## src/rtl/lsu_rv32i.sv

```systemverilog
// lsu_rv32i: RV32I load/store unit placed directly in front of data_mem_rv32i.
// Accepts one request per valid/ready handshake, drives the data memory port,
// returns extended load data with a one-cycle response pulse, and rejects
// illegal, misaligned or out-of-range accesses.
// Optional feature macro: LSU_MISALIGN_SPLIT_EN -- when defined, misaligned
// in-range H/W accesses are split into byte operations instead of erroring.
`timescale 1ns/1ps
module lsu_rv32i #(
    parameter int DMEM_RD_LAT     = 1,
    parameter int DMEM_SIZE_BYTES = 4096
) (
    input  logic        clock,
    input  logic        reset,
    input  logic        req_valid,
    output logic        req_ready,
    input  logic        req_we,
    input  logic [2:0]  req_funct3,
    input  logic [31:0] req_addr,
    input  logic [31:0] req_wdata,
    output logic        resp_valid,
    output logic [31:0] resp_rdata,
    output logic        resp_err,
    output logic        cu_store,
    output logic [1:0]  cu_storetype,
    output logic [31:0] dmem_addr,
    output logic [31:0] rs2,
    input  logic [31:0] dmem_out
);
    localparam logic [1:0]  RD_LAT  = 2'(DMEM_RD_LAT);
    localparam logic [32:0] SIZE_33 = 33'(DMEM_SIZE_BYTES);

`ifdef LSU_MISALIGN_SPLIT_EN
    typedef enum logic [2:0] {
        IDLE = 3'd0, ST = 3'd1, LD_WAIT = 3'd2, RESP = 3'd3, ERR = 3'd4,
        SPLIT_ST = 3'd5, SPLIT_LD = 3'd6
    } state_t;
`else
    typedef enum logic [2:0] {
        IDLE = 3'd0, ST = 3'd1, LD_WAIT = 3'd2, RESP = 3'd3, ERR = 3'd4
    } state_t;
`endif

    state_t      state_r;
    logic [2:0]  funct3_r;
    logic [1:0]  wait_cnt_r;
    logic        illegal_s;
    logic        misalign_s;
    logic        range_err_s;
    logic [2:0]  nbytes_s;
    logic [32:0] last_byte_s;
    logic [31:0] lane_word_s;

    // Sign/zero extension of a right-aligned value according to funct3.
    function automatic logic [31:0] extend(input logic [2:0] f3, input logic [31:0] v);
        case (f3)
            3'b000:  extend = {{24{v[7]}}, v[7:0]};
            3'b001:  extend = {{16{v[15]}}, v[15:0]};
            3'b100:  extend = {24'd0, v[7:0]};
            3'b101:  extend = {16'd0, v[15:0]};
            default: extend = v;
        endcase
    endfunction

    // Memory store type encoding derived from funct3 (SW=00, SH=01, SB=10).
    function automatic logic [1:0] store_type(input logic [2:0] f3);
        case (f3[1:0])
            2'b00:   store_type = 2'b10;
            2'b01:   store_type = 2'b01;
            default: store_type = 2'b00;
        endcase
    endfunction

    assign req_ready = (state_r == IDLE) & ~reset;

    // Classify the incoming request: size, legality, alignment and range.
    always_comb begin
        illegal_s  = 1'b0;
        misalign_s = 1'b0;
        nbytes_s   = 3'd1;
        case (req_funct3)
            3'b000, 3'b100: begin
                nbytes_s = 3'd1;
            end
            3'b001, 3'b101: begin
                nbytes_s   = 3'd2;
                misalign_s = req_addr[0];
            end
            3'b010: begin
                nbytes_s   = 3'd4;
                misalign_s = |req_addr[1:0];
            end
            default: begin
                illegal_s = 1'b1;
            end
        endcase
        if (req_we && req_funct3[2]) begin
            illegal_s = 1'b1;
        end else begin
            illegal_s = illegal_s;
        end
        // 33-bit sum so a wrap past 2^32 still reads as out of range
        last_byte_s = {1'b0, req_addr} + {30'd0, nbytes_s} - 33'd1;
        range_err_s = (last_byte_s >= SIZE_33);
        lane_word_s = dmem_out >> {dmem_addr[1:0], 3'b000};
    end

`ifdef LSU_MISALIGN_SPLIT_EN
    logic [1:0]  byte_cnt_r;
    logic [31:0] wdata_r;
    logic [31:0] asm_r;
    logic [1:0]  last_idx_s;
    logic [1:0]  next_cnt_s;
    logic [31:0] asm_s;

    // Byte counter limits and little-endian assembly of split load bytes.
    always_comb begin
        last_idx_s = funct3_r[1] ? 2'd3 : 2'd1;
        next_cnt_s = byte_cnt_r + 2'd1;
        asm_s      = asm_r | ({24'd0, lane_word_s[7:0]} << {byte_cnt_r, 3'b000});
    end
`endif

    // Main controller: state sequencing plus all registered outputs.
    always_ff @(posedge clock) begin
        if (reset) begin
            state_r      <= IDLE;
            funct3_r     <= 3'd0;
            wait_cnt_r   <= 2'd0;
            cu_store     <= 1'b0;
            cu_storetype <= 2'b00;
            dmem_addr    <= 32'd0;
            rs2          <= 32'd0;
            resp_valid   <= 1'b0;
            resp_rdata   <= 32'd0;
            resp_err     <= 1'b0;
`ifdef LSU_MISALIGN_SPLIT_EN
            byte_cnt_r   <= 2'd0;
            wdata_r      <= 32'd0;
            asm_r        <= 32'd0;
`endif
        end else begin
            case (state_r)
                IDLE: begin
                    if (req_valid) begin
                        funct3_r   <= req_funct3;
                        wait_cnt_r <= 2'd0;
                        if (illegal_s || range_err_s) begin
                            state_r    <= ERR;
                            resp_valid <= 1'b1;
                            resp_err   <= 1'b1;
                            resp_rdata <= 32'd0;
                        end else if (misalign_s) begin
`ifdef LSU_MISALIGN_SPLIT_EN
                            dmem_addr  <= req_addr;
                            byte_cnt_r <= 2'd0;
                            asm_r      <= 32'd0;
                            wdata_r    <= req_wdata;
                            if (req_we) begin
                                state_r      <= SPLIT_ST;
                                cu_store     <= 1'b1;
                                cu_storetype <= 2'b10;
                                rs2          <= req_wdata;
                            end else begin
                                state_r <= SPLIT_LD;
                            end
`else
                            state_r    <= ERR;
                            resp_valid <= 1'b1;
                            resp_err   <= 1'b1;
                            resp_rdata <= 32'd0;
`endif
                        end else if (req_we) begin
                            state_r      <= ST;
                            cu_store     <= 1'b1;
                            cu_storetype <= store_type(req_funct3);
                            dmem_addr    <= req_addr;
                            rs2          <= req_wdata;
                        end else begin
                            state_r   <= LD_WAIT;
                            dmem_addr <= req_addr;
                        end
                    end else begin
                        state_r <= IDLE;
                    end
                end
                ST: begin
                    cu_store   <= 1'b0;
                    state_r    <= RESP;
                    resp_valid <= 1'b1;
                    resp_err   <= 1'b0;
                    resp_rdata <= 32'd0;
                end
                LD_WAIT: begin
                    if (wait_cnt_r == RD_LAT) begin
                        state_r    <= RESP;
                        resp_valid <= 1'b1;
                        resp_err   <= 1'b0;
                        resp_rdata <= extend(funct3_r, lane_word_s);
                    end else begin
                        wait_cnt_r <= wait_cnt_r + 2'd1;
                    end
                end
`ifdef LSU_MISALIGN_SPLIT_EN
                SPLIT_ST: begin
                    if (byte_cnt_r == last_idx_s) begin
                        cu_store   <= 1'b0;
                        state_r    <= RESP;
                        resp_valid <= 1'b1;
                        resp_err   <= 1'b0;
                        resp_rdata <= 32'd0;
                    end else begin
                        byte_cnt_r <= next_cnt_s;
                        dmem_addr  <= dmem_addr + 32'd1;
                        rs2        <= wdata_r >> {next_cnt_s, 3'b000};
                    end
                end
                SPLIT_LD: begin
                    if (wait_cnt_r == RD_LAT) begin
                        asm_r      <= asm_s;
                        wait_cnt_r <= 2'd0;
                        if (byte_cnt_r == last_idx_s) begin
                            state_r    <= RESP;
                            resp_valid <= 1'b1;
                            resp_err   <= 1'b0;
                            resp_rdata <= extend(funct3_r, asm_s);
                        end else begin
                            byte_cnt_r <= next_cnt_s;
                            dmem_addr  <= dmem_addr + 32'd1;
                        end
                    end else begin
                        wait_cnt_r <= wait_cnt_r + 2'd1;
                    end
                end
`endif
                RESP, ERR: begin
                    state_r    <= IDLE;
                    resp_valid <= 1'b0;
                    resp_err   <= 1'b0;
                    resp_rdata <= 32'd0;
                end
                default: begin
                    state_r    <= IDLE;
                    cu_store   <= 1'b0;
                    resp_valid <= 1'b0;
                    resp_err   <= 1'b0;
                    resp_rdata <= 32'd0;
                end
            endcase
        end
    end
endmodule

```

## config.mk

```make
export PLATFORM = sky130hd
export DESIGN_NAME = lsu_rv32i
export DESIGN_NICKNAME = d
export VERILOG_FILES = /design/src/rtl/lsu_rv32i.sv
export SDC_FILE = /design/constraint.sdc
export NUM_CORES = 1
export LEC_CHECK = 0
export CAP_MARGIN = 20
export CORE_UTILIZATION = 35
export DETAILED_ROUTE_END_ITERATION = 8
export PLACE_DENSITY = 0.66
export SLEW_MARGIN = 20
export SYNTH_ARGS = -nofsm -noshare
export SYNTH_HDL_FRONTEND = slang
export SYNTH_SLANG_ARGS = --single-unit
```

## constraint.sdc

```tcl
create_clock -name clock -period 10 [get_ports clock]
set_clock_uncertainty 0.15 [all_clocks]
set_input_delay 2 -clock clock [delete_from_list [all_inputs] [get_ports clock]]
set_output_delay 2 -clock clock [all_outputs]
set_load 0.1 [all_outputs]
```

==> impl_results.md <==
* Status: complete, no violations
* Die area at 21500 µm²
* Synth Flop Type: dfxtp_1
* Number of port buffers at 204
* Critical R2R Launch: dmem_addr[0]$_SDFFE_PP0P_
* CTS hold repair buffers at 0
* Reg clk slew, reported paths at 0.08 ns
* Largest net degree at the start of global routing at 114
* Internal power at 0.744 mW
* Filler cell count at 1985
* Worst-path fanout max at 66
* Combinational power share at 0.230
* Hold path start: resp_valid$_SDFFE_PP0P_
* Total wire length at 21600 µm
* Leakage at 3.84 nW
* Die Y-Extent at 147 µm
* Largest cells by area after synthesis: dfxtp_1, mux2i_1, ha_1
* Fmax at 151 MHz
* Fraction of layout cells with a size suffix above 1 at 0.0728
* Synth Cell Area at 7330 µm²
* Synth cell types at 71
* Reg power frac at 0.408
* Vias in the first global route at 6632
* CTS tree: done
* Clk sinks at 109
* GP Congestion at 0.888
* Routed vias at 7048
* Slew Limit Headroom at 0.301
* Seq/Total Area, Yosys at 0.298
* Kind of critical path: in2reg
* Cell area power density at 110 nW/µm²
* N_diodes at 0
* Period utilisation layout at 0.661
* Final setup TNS at 0 ns
* First-pass GRT wire length at 34500 µm
* Wirelength per Cell at 16.3 µm
* Cell count of the worst reg-to-reg path at 8
* Initial Util at 0.360
* Worst Max-Slew Pin Slew at 1.05 ns
* YS warnings at 0
* Total grt overflow at 0
* DR pass1 iterations at 5
* Boundary pin count at 205
* Average size of a mapped cell at 8.22 µm²
* Fin crit period at 6.61 ns
* Yosys top cell area share at 0.298
* R2R Path End: resp_rdata[22]$_SDFFE_PP0P_
* RSZ-0062 raised after global routing: no
* Syn_nets at 1031
* VDD IR-drop max at 0.0765 mV
* Synthesized instance count at 892
* CTS Root Cell: clkbuf_16
* Setup violations, final at 0
* Cts repair resizes at 0
* Worst-skew pair later-pin latency at 0.36 ns
* Die Span X at 147 µm
* WP data required at 10.05 ns
* Switching share of power at 0.308
* FF+latch count, synth at 109
* Crit. End Element: flip-flop
* Hold path depth at 2
* Setup Fix Bufs, Post-CTS at 0
* Max-slew violations at 0
* Drt drc at 0
* Core ar. at 20400 µm²
* Tot GR Track Use at 0.197
* Antenna violations before repair at 0
* Iteration-0 DRC count of the detailed router at 413
* # H-tree levels at 3
* Async set or reset register ratio after synthesis at 0
* Flop-to-flop setup slack at 6.92 ns
* Synth-to-Final Area Change at 33.1%
* Most common cell in the netlist: dfxtp_1
* Dpl hpwl at 16200 µm
* CP Data Arrival Time at 6.66 ns
* Final Hold Vio Count at 0
* Maxcap violations at 0
* Cell taking the most area after synthesis: dfxtp_1
* Nets@finish at 1191
* Most frequent cells after synthesis: dfxtp_1, a21oi_1, nand2_1, nand2b_1, mux2i_1
* Largest stage delay on the critical path at 0.58 ns
* Crit-path cells: clkdlybuf4s50_1, nor2_1, nand2_1, nand2_1, ha_1, inv_1, ha_1, inv_1, fa_1, nand2b_1, a21o_1, a211oi_2, o21a_1, nor2_1, or4_1, a2111oi_4, and3_2, buf_4, a21bo_2, a21oi_1
* Hold endpoint: resp_valid$_SDFFE_PP0P_
* CTS Buf Count at 9
* Final Worst Setup Slack at 3.39 ns
* Worst setup SP type: primary input
* Max stage delay cell, worst path: clkdlybuf4s50_1
* Post-DRT Antenna Nets at 0
* Worst slack, placed at 3.08 ns
* Num rows at 52
* Hold Crit Class: reg2reg
* Hold Worst Slack at 0.303 ns
* Clock power share at 0.363
* Psw at 0.331 mW
* Maximum root-to-sink buffer count at 2
* EDFF count, synth at 0
* Routed vias/inst at 5.31
[layout make-up]
class                           count  area, µm²  area share
Multi-Input combinational cell    669       4640       0.476
Sequential cell                   109       2180       0.224
Timing Repair Buffer              211       2090       0.214
Tap cell                          270        338      0.0346
Clock buffer                        9        225      0.0231
Inverter                           52        195      0.0200
Clock inverter                      7       88.8     0.00910
[registers in the layout (all words and copies together) (netlist names)]
name	cells
cu_store	1
cu_storetype	2
dmem_addr	32
funct3_r	3
resp_err	1
resp_rdata	32
resp_valid	1
rs2	32
state_r	3
wait_cnt_r	2
[critical path, delay by kind of cell]
family                   cells  cell delay, ns
AO/OA/AOI/OAI                6            1.36
buffers and inverters        4            1.24
adder cells (fa/ha/maj)      3            0.73
AND/OR/NAND/NOR              7            1.30
[power by group through the flow]
stage               Sequential, mW  Clock, mW  Combinational [mW]
floorplan                    0.451          0               0.158
global placement             0.449          0               0.244
detailed placement           0.448          0               0.245
CTS                          0.438      0.399               0.246
global route                 0.439      0.418               0.272
finish                       0.438      0.390               0.247
[metrics by stage]
stage	cell area [µm²]	std cells	total power, mW	utilization
2_1_floorplan	7330	892	0.609	-
3_3_place_gp	9440	1311	0.692	0.464
3_5_place_dp	9440	1311	0.693	0.464
4_1_cts	9760	1327	1.08	0.479
5_1_grt	9760	1327	1.13	0.479
6_report	9760	1327	1.07	0.479
[cells by family (layout without fill, tap and decap cells)]
kind of cell    Yosys count  count (layout)  synth area share
compound gates          263             263             0.262
xor+xnor                 11              11            0.0131
fa+ha+maj                36              36            0.0624
buf+inv                 114             279            0.0710
flops                   109             109             0.298
mux                      65              65            0.0894
simple gates            294             294             0.205
[how the worst max path moves through the flow]
stage               slack [ns]                    endpoint           from
global placement          3.19  dmem_addr[17]$_SDFFE_PP0P_  req_funct3[0]
detailed placement        3.08   dmem_addr[6]$_SDFFE_PP0P_  req_funct3[0]
floorplan                 2.66                   req_ready          reset
global route              3.08       resp_err$_SDFFE_PP0P_  req_funct3[0]
finish                    3.39  dmem_addr[24]$_SDFFE_PP0P_  req_funct3[0]
CTS                       3.44   dmem_addr[6]$_SDFFE_PP0P_  req_funct3[0]
[placed cells by master (no fill, tap or decap), types with 4 or more instances in the layout]
cell | synthesis | final
a21o_1 | 7 | 7
nand4_1 | 16 | 16
nand2_1 | 72 | 72
a32o_1 | 7 | 7
or3_1 | 9 | 9
o311ai_0 | 4 | 4
buf_4 | 1 | 7
clkdlybuf4s50_1 | 0 | 203
a21bo_2 | 32 | 32
nor2_1 | 41 | 40
a21oi_1 | 79 | 79
o211ai_1 | 9 | 9
clkbuf_16 | 0 | 9
o2111ai_1 | 4 | 4
inv_1 | 51 | 51
nor3_1 | 17 | 17
ha_1 | 35 | 35
nor2b_1 | 6 | 6
mux2i_1 | 61 | 61
dfxtp_1 | 109 | 109
nand3_1 | 42 | 41
a211oi_1 | 4 | 4
o21ai_0 | 36 | 36
nand2b_1 | 69 | 69
o21a_1 | 12 | 12
a31oi_1 | 6 | 6
a22o_1 | 26 | 26
xnor2_1 | 8 | 8
nor4_1 | 4 | 4
[routing by layer]
metal,global-route usage,wire length (µm),part of all wire
met1,0.254,9630,0.45
met2,0.339,10400,0.48
met3,0.0295,1180,0.055
met4,0.0589,374,0.017
met5,0,0,0
Power figures use the tool's default switching activity.
